## config.mk

```make
export PLATFORM = sky130hd
export DESIGN_NAME = muldiv_unit_flat
export DESIGN_NICKNAME = d
export VERILOG_FILES = /design/src/rtl/muldiv_pkg.sv /design/src/rtl/muldiv_if.sv /design/src/rtl/muldiv_div_core.sv /design/src/rtl/muldiv_unit.sv /design/src/flat_wrapper.sv
export SDC_FILE = /design/constraint.sdc
export NUM_CORES = 1
export LEC_CHECK = 0
export CORE_MARGIN = 5
export CORE_UTILIZATION = 38
export CTS_CLUSTER_SIZE = 28
export DETAILED_ROUTE_END_ITERATION = 12
export SLEW_MARGIN = 40
export SYNTH_ARGS = -nofsm -noshare
export SYNTH_HDL_FRONTEND = slang
export SYNTH_SLANG_ARGS = --single-unit
```

## constraint.sdc

```tcl
create_clock -name clk_i -period 6.5 [get_ports clk_i]
set_clock_uncertainty 0.05 [all_clocks]
set_input_delay 0.65 -clock clk_i [delete_from_list [all_inputs] [get_ports clk_i]]
set_output_delay 0.65 -clock clk_i [all_outputs]
set_load 0.02 [all_outputs]
```

## src/rtl/muldiv_pkg.sv

```systemverilog
// Shared types for the RV32M multiply/divide unit: op-code and FSM state enums,
// plus the data width constant.
package muldiv_pkg;

    localparam int XLEN = 32;

    typedef enum logic [2:0] {
        OP_MUL    = 3'b000,
        OP_MULH   = 3'b001,
        OP_MULHSU = 3'b010,
        OP_MULHU  = 3'b011,
        OP_DIV    = 3'b100,
        OP_DIVU   = 3'b101,
        OP_REM    = 3'b110,
        OP_REMU   = 3'b111
    } op_e;

    typedef enum logic [1:0] {
        S_IDLE,
        S_BUSY,
        S_DONE
    } state_e;

endpackage

```

## src/rtl/muldiv_if.sv

```systemverilog
// Request/response bundle between the issue stage, the muldiv unit and writeback.
interface muldiv_if;
    import muldiv_pkg::*;

    logic            valid_i;
    logic            ready_o;
    logic [2:0]      op_i;
    logic [XLEN-1:0] operandA_i;
    logic [XLEN-1:0] operandB_i;
    logic [4:0]      rd_i;
    logic            valid_o;
    logic            ready_i;
    logic [XLEN-1:0] result_o;
    logic [4:0]      rd_o;
    logic            regwrite_o;

    modport master (
        output valid_i, op_i, operandA_i, operandB_i, rd_i, ready_i,
        input  ready_o, valid_o, result_o, rd_o, regwrite_o
    );

    modport slave (
        input  valid_i, op_i, operandA_i, operandB_i, rd_i, ready_i,
        output ready_o, valid_o, result_o, rd_o, regwrite_o
    );

endinterface

```

## src/rtl/muldiv_div_core.sv

```systemverilog
// Iterative restoring divider on unsigned magnitudes: one quotient bit per step,
// next-step quotient/remainder exposed combinationally so the caller can register the final pair.
module muldiv_div_core
    import muldiv_pkg::*;
(
    input  logic            clk_i,
    input  logic            reset_i,
    input  logic            start_i,
    input  logic            step_i,
    input  logic [XLEN-1:0] dividend_i,
    input  logic [XLEN-1:0] divisor_i,
    output logic [XLEN-1:0] quot_o,
    output logic [XLEN-1:0] rem_o,
    output logic            last_o
);

    logic [XLEN-1:0] quot_q, rem_q, div_q;
    logic [4:0]      cnt_q;
    logic [XLEN:0]   shifted, diff;

    always_comb begin
        shifted = {rem_q, quot_q[XLEN-1]};
        diff    = shifted - {1'b0, div_q};
        // no borrow means the divisor fits into the shifted partial remainder
        if (!diff[XLEN]) begin
            rem_o  = diff[XLEN-1:0];
            quot_o = {quot_q[XLEN-2:0], 1'b1};
        end else begin
            rem_o  = shifted[XLEN-1:0];
            quot_o = {quot_q[XLEN-2:0], 1'b0};
        end
    end

    assign last_o = (cnt_q == 5'd31);

    always_ff @(posedge clk_i or posedge reset_i) begin
        if (reset_i) begin
            quot_q <= '0;
            rem_q  <= '0;
            div_q  <= '0;
            cnt_q  <= '0;
        end else if (start_i) begin
            quot_q <= dividend_i;
            rem_q  <= '0;
            div_q  <= divisor_i;
            cnt_q  <= '0;
        end else if (step_i) begin
            quot_q <= quot_o;
            rem_q  <= rem_o;
            cnt_q  <= cnt_q + 5'd1;
        end
    end

endmodule

```

## src/rtl/muldiv_unit.sv

```systemverilog
// RV32M multiply/divide unit with valid/ready request and writeback handshakes.
// Define MULDIV_MUL_EN to build the single-cycle multiplier; otherwise multiply ops return 0.
module muldiv_unit #(
    parameter int XLEN = 32
) (
    input  logic    clk_i,
    input  logic    reset_i,
    muldiv_if.slave bus
);
    import muldiv_pkg::*;

    state_e          state_q, state_d;
    op_e             op;
    logic            accept, is_div, is_signed, is_rem, div_zero, overflow, div_start;
    logic            sign_a, sign_b, fast_q, neg_q_q, neg_r_q, is_rem_q, div_last, valid;
    logic [XLEN-1:0] a, b, mag_a, mag_b, mul_res, fast_res;
    logic [XLEN-1:0] quot, rem, quot_fix, rem_fix, result_q;
    logic [4:0]      rd_q;

    assign op        = op_e'(bus.op_i);
    assign a         = bus.operandA_i;
    assign b         = bus.operandB_i;
    assign is_div    = bus.op_i[2];
    assign is_signed = (op == OP_DIV) || (op == OP_REM);
    assign is_rem    = (op == OP_REM) || (op == OP_REMU);
    assign sign_a    = is_signed & a[XLEN-1];
    assign sign_b    = is_signed & b[XLEN-1];
    assign mag_a     = sign_a ? -a : a;
    assign mag_b     = sign_b ? -b : b;
    assign div_zero  = (b == '0);
    assign overflow  = is_signed & (a == {1'b1, {(XLEN-1){1'b0}}}) & (b == '1);
    assign accept    = bus.valid_i & (state_q == S_IDLE);
    assign div_start = accept & is_div & ~div_zero & ~overflow;

`ifdef MULDIV_MUL_EN
    logic [2*XLEN-1:0] a_ext, b_ext, prod;
    always_comb begin
        a_ext   = (op == OP_MULH || op == OP_MULHSU) ? {{XLEN{a[XLEN-1]}}, a} : {{XLEN{1'b0}}, a};
        b_ext   = (op == OP_MULH) ? {{XLEN{b[XLEN-1]}}, b} : {{XLEN{1'b0}}, b};
        prod    = a_ext * b_ext;
        mul_res = (op == OP_MUL) ? prod[XLEN-1:0] : prod[2*XLEN-1:XLEN];
    end
`else
    assign mul_res = '0;
`endif

    // results that need no iteration: multiply, divide-by-zero, signed overflow
    always_comb begin
        fast_res = mul_res;
        if (is_div) begin
            if (div_zero) fast_res = is_rem ? a : '1;
            else          fast_res = is_rem ? '0 : {1'b1, {(XLEN-1){1'b0}}};
        end
    end

    muldiv_div_core u_div_core (
        .clk_i      (clk_i),
        .reset_i    (reset_i),
        .start_i    (div_start),
        .step_i     ((state_q == S_BUSY) & ~fast_q),
        .dividend_i (mag_a),
        .divisor_i  (mag_b),
        .quot_o     (quot),
        .rem_o      (rem),
        .last_o     (div_last)
    );

    assign quot_fix = neg_q_q ? -quot : quot;
    assign rem_fix  = neg_r_q ? -rem  : rem;

    always_comb begin
        state_d = state_q;
        case (state_q)
            S_IDLE:  if (accept)                state_d = S_BUSY;
            S_BUSY:  if (fast_q || div_last)    state_d = S_DONE;
            S_DONE:  if (bus.ready_i)           state_d = S_IDLE;
            default:                            state_d = S_IDLE;
        endcase
    end

    always_ff @(posedge clk_i or posedge reset_i) begin
        if (reset_i) state_q <= S_IDLE;
        else         state_q <= state_d;
    end

    always_ff @(posedge clk_i or posedge reset_i) begin
        if (reset_i) begin
            result_q <= '0;
            rd_q     <= '0;
            fast_q   <= 1'b0;
            neg_q_q  <= 1'b0;
            neg_r_q  <= 1'b0;
            is_rem_q <= 1'b0;
        end else if (accept) begin
            rd_q     <= bus.rd_i;
            fast_q   <= ~div_start;
            neg_q_q  <= sign_a ^ sign_b;
            neg_r_q  <= sign_a;
            is_rem_q <= is_rem;
            if (!div_start) result_q <= fast_res;
        end else if (state_q == S_BUSY && !fast_q && div_last) begin
            result_q <= is_rem_q ? rem_fix : quot_fix;
        end
    end

    assign valid          = (state_q == S_DONE);
    assign bus.ready_o    = (state_q == S_IDLE);
    assign bus.valid_o    = valid;
    assign bus.result_o   = result_q;
    assign bus.rd_o       = rd_q;
    assign bus.regwrite_o = valid & bus.ready_i & (rd_q != '0);

endmodule

```

## src/flat_wrapper.sv

```systemverilog
// flat-port wrapper written by rule: the top's interface ports become plain ports
module muldiv_unit_flat import muldiv_pkg::*;
#(
    parameter int XLEN = 32
)
  (clk_i, reset_i, bus_valid_i, bus_op_i, bus_operandA_i, bus_operandB_i, bus_rd_i, bus_ready_i, bus_ready_o, bus_valid_o, bus_result_o, bus_rd_o, bus_regwrite_o);
  muldiv_if bus_i ();
  input  logic clk_i;
  input  logic reset_i;
  input wire logic [$bits(bus_i.valid_i)-1:0] bus_valid_i;
  input wire logic [$bits(bus_i.op_i)-1:0] bus_op_i;
  input wire logic [$bits(bus_i.operandA_i)-1:0] bus_operandA_i;
  input wire logic [$bits(bus_i.operandB_i)-1:0] bus_operandB_i;
  input wire logic [$bits(bus_i.rd_i)-1:0] bus_rd_i;
  input wire logic [$bits(bus_i.ready_i)-1:0] bus_ready_i;
  output wire logic [$bits(bus_i.ready_o)-1:0] bus_ready_o;
  output wire logic [$bits(bus_i.valid_o)-1:0] bus_valid_o;
  output wire logic [$bits(bus_i.result_o)-1:0] bus_result_o;
  output wire logic [$bits(bus_i.rd_o)-1:0] bus_rd_o;
  output wire logic [$bits(bus_i.regwrite_o)-1:0] bus_regwrite_o;
  assign bus_i.valid_i = bus_valid_i;
  assign bus_i.op_i = bus_op_i;
  assign bus_i.operandA_i = bus_operandA_i;
  assign bus_i.operandB_i = bus_operandB_i;
  assign bus_i.rd_i = bus_rd_i;
  assign bus_i.ready_i = bus_ready_i;
  assign bus_ready_o = bus_i.ready_o;
  assign bus_valid_o = bus_i.valid_o;
  assign bus_result_o = bus_i.result_o;
  assign bus_rd_o = bus_i.rd_o;
  assign bus_regwrite_o = bus_i.regwrite_o;
  muldiv_unit #(.XLEN(XLEN)) u_core (.clk_i(clk_i), .reset_i(reset_i), .bus(bus_i));
endmodule
```

---- Yosys cells after proc, flatten, opt, wreduce, memory -nomap -nowiden ----
Cells that the tools add are included.
storage, ports and cells
  flip-flop bits (word level) ............. 144
  input bits .............................. 76
  output and inout bits ................... 40
  word-level logic and storage cells ...... 82
operators by class
  add/sub/neg operators ................... 6
  eq/ne operators ......................... 12
  mux-type cells .......................... 24
  bitwise gates (word level) .............. 16
  reductions and logical operators ........ 13
operators with widths
  cell                  number
  $mux 32               17
  $neg 32->32           4
  $eq 32x32->1 const B  2
  $sub 33x32->33        1
  $logic_not 32->1      1
  $and 1x1->1           11
  $mux 5                2
  $eq 3x3->1 const B    3
  $mux 2                3
  $ne 2x2->1 const B    3
  $pmux 2 s3            1
  $add 5x1->5 const B   1
  $eq 5x5->1 const B    1
  $reduce_bool 5->1     1
  $not 1->1             4
  $reduce_bool 2->1     2
  $logic_or 1x1->1      3
  $reduce_and 3->1      1
  $eq 2x1->1 const B    1
  $eq 2x2->1 const B    1
  $logic_and 1x1->1     2
  $logic_not 2->1       1
  $ne 2x1->1 const B    1
  $reduce_and 2->1      1
  other kinds (3)       3

---- Longest topological paths before layout ----
Gate-level depths: netlist (run 1).
  depth after elaboration ................. 8
  depth in mapped cells ................... 22
  depth with buffers taken out ............ 19

---- By module ----
Synthesis (run 1) repeated with hierarchy kept, for this count alone.
unflattened totals
  cell total of the unflattened synthesis .. 1,461
  area, all modules ....................... 12,176.7 µm²
modules (own cells, without submodules)
  module           times used  cells each  area an instance (µm²)  sequential area each (µm²)
  muldiv_div_core  1           762         6,718.9                 2,527.4
  muldiv_unit      1           699         5,457.7                 1,076.0

---- Least setup slack after synthesis (run 1) ----
Ideal clock, no wire load.
  path type ............................... register -> register
  start ................................... reg u_core.u_div_core.quot_q[31]
  end ..................................... reg u_core.result_q[26], in the netlist u_core.bus.result_o[26]
  library setup time ...................... 0.065 ns
  arrival time ............................ 4.886 ns
  required time ........................... 6.385 ns
  slack ................................... 1.499 ns
  stages on the path, launching flop included .. 23
  path buffers ............................ 3
  clock period less this slack ............ 5.001 ns
  cell sequence ........................... dfrtp_1 inv_1 ha_1 fa_1 nor2b_4 o31ai_1 a2111o_2 nand3_2 o221ai_2 nand2_4 buf_6 clkbuf_8 clkbuf_1 nand2_1 o21ai_0 ha_1 nand4b_1 or2_2 nand2_1 nand3_1 or4_1 a2111o_1 nand2_1
on the way
  word-level cells in the longest chain between the ends .. 7
  elaborated cells on any way between the ends .. 10
  those cells by class .................... add/sub: 3; mux: 7
RTL lines
  item                                      line                                  source
  start, declared                           muldiv_div_core.sv:17                 logic [XLEN-1:0] quot_q, rem_q, div_q;
  start signal, assigned                    muldiv_div_core.sv:43                 quot_q <= dividend_i;
  start signal, assigned                    muldiv_div_core.sv:48                 quot_q <= quot_o;
  $sub 33x32->33                            muldiv_div_core.sv:23                 diff = shifted - {1'b0, div_q};
  $mux 1 / $mux 32 (equally long branches)  muldiv_div_core.sv:25                 if (!diff[XLEN]) begin
  $neg 32->32 (on tied branches)            muldiv_unit.sv:68, muldiv_unit.sv:69
  $mux 32 (on tied branches)                muldiv_unit.sv:68, muldiv_unit.sv:69
  $mux 32 (*)                               muldiv_unit.sv:102                    result_q <= is_rem_q ? rem_fix : quot_fix;
  $mux 32 (*)                               muldiv_unit.sv:101                    end else if (state_q == S_BUSY && !fast_q && div_last) begin
  $mux 32 (*)                               muldiv_unit.sv:94                     end else if (accept) begin
  end signal, assigned                      muldiv_unit.sv:100                    if (!div_start) result_q <= fast_res;
  end signal, assigned                      muldiv_unit.sv:102
  end, declared                             muldiv_unit.sv:17                     logic [XLEN-1:0] quot, rem, quot_fix, rem_fix, result_q;
Every way passes the cells marked *; elsewhere a longest branch is shown, timed or not. The select of a mux whose other input is x is not followed.
A chain may end at the register's enable or synchronous reset.

---- Final worst setup path (run 1) ----
  start ................................... reg u_core.u_div_core.quot_q[31]
  end ..................................... reg u_core.result_q[24], in the netlist u_core.bus.result_o[24]
Same word-level chain as after synthesis.

==> results of run 1 <==
flip-flops by register name (all words and copies together), names as in the netlist:
name	cells
u_core.bus.result_o	32
u_core.u_div_core.div_q	32
u_core.u_div_core.quot_q	32
u_core.u_div_core.rem_q	32
u_core.bus.rd_o	5
u_core.u_div_core.cnt_q	5
u_core.state_q	2
u_core.fast_q	1
u_core.is_rem_q	1
u_core.neg_q_q	1
u_core.neg_r_q	1
synth_stat cells, types with 12 or more instances:
cell,count,share of area [%]
nand2_1,172,5.5
o21ai_0,148,6.3
dfrtp_1,144,31
nor2_1,119,3.8
a21oi_1,100,4.2
inv_1,70,2.2
xnor2_1,69,5.1
xor2_1,64,4.8
clkbuf_1,58,1.8
nand3_1,55,2.3
ha_1,39,4.1
nor3_1,33,1.4
a221o_1,30,2.5
nand4_1,24,1.3
o211ai_1,23,1.5
mux2i_1,21,1.8
o31ai_1,18,1.1
nor4_1,14,0.74
a31oi_1,12,0.64
buf_2,12,0.51
or4_1,12,0.76
area by class of cell:
| type | instances | area, um^2 | area share [%] |
|---|---|---|---|
| clock inverters | 12 | 110 | 0.795 |
| multi-input cells | 1185 | 7620 | 55.0 |
| well taps | 396 | 495 | 3.58 |
| clock buffers | 19 | 453 | 3.27 |
| repair buffers | 132 | 1290 | 9.35 |
| inverters | 71 | 274 | 1.98 |
| flip-flops and latches | 144 | 3610 | 26.0 |
power by group through the flow:
stage               Sequential (uW)  Combinational (uW)  Clock (uW)
floorplan                      1530                3600           0
global route                   1700                5400        1020
finish                         1660                4930         966
CTS                            1650                4850         983
detailed placement             1650                4830           0
global placement               1650                4780           0
layer usage:
metal	routed length [um]	share of wire (%)	global-route usage [%]
met3	2920	7.2	4.26
met1	18700	46	33.0
met4	922	2.3	6.21
met5	0	0	0
met2	17800	44	36.3
worst max-delay path by stage:
| stage | endpoint | depth (start not counted) |
|---|---|---|
| 2_1_floorplan | u_core.bus.result_o[26]$_DFFE_PP0P_ | 22 |
| 3_3_place_gp | u_core.bus.result_o[24]$_DFFE_PP0P_ | 18 |
| 3_5_place_dp | u_core.bus.result_o[24]$_DFFE_PP0P_ | 18 |
| 4_1_cts | u_core.bus.result_o[24]$_DFFE_PP0P_ | 18 |
| 5_1_grt | u_core.bus.result_o[24]$_DFFE_PP0P_ | 18 |
| 6_report | u_core.bus.result_o[24]$_DFFE_PP0P_ | 18 |
worst max-delay path, stage by stage (launching register included):
cell       delay (ps)
dfrtp_1           450
inv_1             170
ha_1              260
fa_1              300
nor2b_4            60
o31ai_1           390
a2111o_2          290
nand3_2           180
o221ai_2          660
nand2_4           260
o21ai_0           410
ha_1              330
nand4b_1          210
a2111oi_0         460
o22ai_1           270
or3_1             470
o21ai_0           210
xnor2_1           200
o21ai_1            90
kinds of logic (layout without fill, tap and decap cells):
kind of cell | after synthesis | in the layout | synth area share [%]
DFF | 144 | 144 | 30.5
buffers and inverters | 148 | 234 | 5.20
muxes | 27 | 27 | 2.38
adders and majority gates | 40 | 40 | 4.31
and+or+nand+nor | 517 | 517 | 21.4
AOI/OAI and AO/OA | 468 | 468 | 26.3
xor gates and xnor gates | 133 | 133 | 9.87
per-stage QoR:
step	total power, uW	cells	cell area [um^2]	utilization (%)
global placement	6430	1927	13200	43.3
global route	8120	1959	13900	45.3
floorplan	5130	1477	11800	-
detailed placement	6480	1927	13300	43.4
CTS	7480	1958	13800	45.2
finish	7550	1959	13900	45.3
==> metrics.yaml, run 1 <==
pre_cts_ws_ps: 751
cts_tree: "yes"
synth_cell_types: 100
post_cts_buffers: 0
yosys_warnings: 0
hold_buffers: 0
tightest_slew_ps: 810
drtPass1Iterations: 5
min_to: "u_core.u_div_core.div_q[7]$_DFFE_PP0P_"
reg2reg_from: "u_core.u_div_core.quot_q[31]$_DFFE_PP0P_"
ys_ff_latch: 144
synth-edff-count: 0
cp.arrival_ps: 6100
die_h_um: 186
setup_viol: 0
endpoint_kind: "register"
ctsResizeCount: 0
hold_ws_ps: 427
setup_ws_ps: 649
synth_area_um2: 11800
intPower_uw: 3650
status: "complete, no violations"
seq_area_frac_synth_pct: 30.5
initial_utilization_pct: 38.6
p_leak_uw: 0.00567
synth_ff_type: "dfrtp_1"
routed_wl_um: 40400
fmax_mhz: 171
grt_overflow_total: 0
grt_use_total_pct: 23.2
ant_nets: 0
hold_depth: 2
async_reset_ff_share_pct: 100
swShare_pct: 51.7
rsz0062_at_grt: "false"
layout_common_cells: "nand2_1, o21ai_0, dfrtp_1"
cap_violations: 0
area_growth_pct: 17.4
vdd_drop_max_v: 0.000213
timing.rr.end: "u_core.bus.result_o[24]$_DFFE_PP0P_"
grt_max_degree: 86
place_congestion: 0.914
portBuffers: 115
clkLatencyLatePin_ps: 430
drive_above_1_share_pct: 6.53
crit_path_max_fanout: 11
ios: 116
htree_levels: 4
drtIter0Drc: 1099
rows: 64
cp-start-kind: "register"
antenna_cells: 0
hold_violations: 0
cts_buffers: 17
synth.avg_cell_area_um2: 7.99
ff2ff_path_depth: 18
p_seq_share_pct: 21.9
grt_pass1_wl_um: 63500
dieWidth_um: 186
grt_pass1_vias: 11285
clockRootBuffer: "clkbuf_16"
fillers: 3060
layout_commonest_cell: "nand2_1"
hold_start: "u_core.u_div_core.div_q[7]$_DFFE_PP0P_"
cp.required_ps: 6750
wl_per_cell_um: 20.6
drv_slew: 0
coreArea_um2: 30600
fin_nets: 1667
clkSinkCount: 144
clock_path_buffers: 2
setup.worst_path.class: "register to register"
p_clk_share_pct: 12.8
period_needed_ps: 5850
p_sw_uw: 3910
startpoint: "u_core.u_div_core.quot_q[31]$_DFFE_PP0P_"
post-dp-hpwl_um: 30200
p_comb_share_pct: 65.3
routed-via-count: 11612
r2r_slack_ps: 650
period_share_pct: 90.0
die_area_um2: 34700
slew_headroom_pct: 45.9
setup_tns_ps: 0
antenna_found_initial: 0
drc: 0
path_clk_slew_ps: 60
syn_inst: 1477
routed_via_density: 5.93
powerDensity_nw_per_um2: 545
syn_nets: 1593
hold_path_class: "register to register"
No activity file was read; power rests on OpenSTA's default activity.
==> run 2: changes to the inputs <==
--- a/config.mk
+++ b/config.mk
@@ -5,6 +5,7 @@
 export SDC_FILE = /design/constraint.sdc
 export NUM_CORES = 1
 export LEC_CHECK = 0
+export CAP_MARGIN = 20
 export CORE_MARGIN = 5
 export CORE_UTILIZATION = 38
 export CTS_CLUSTER_SIZE = 28
==> results of run 2 <==
Final layout, timing and power as in run 1 (identical DEF).
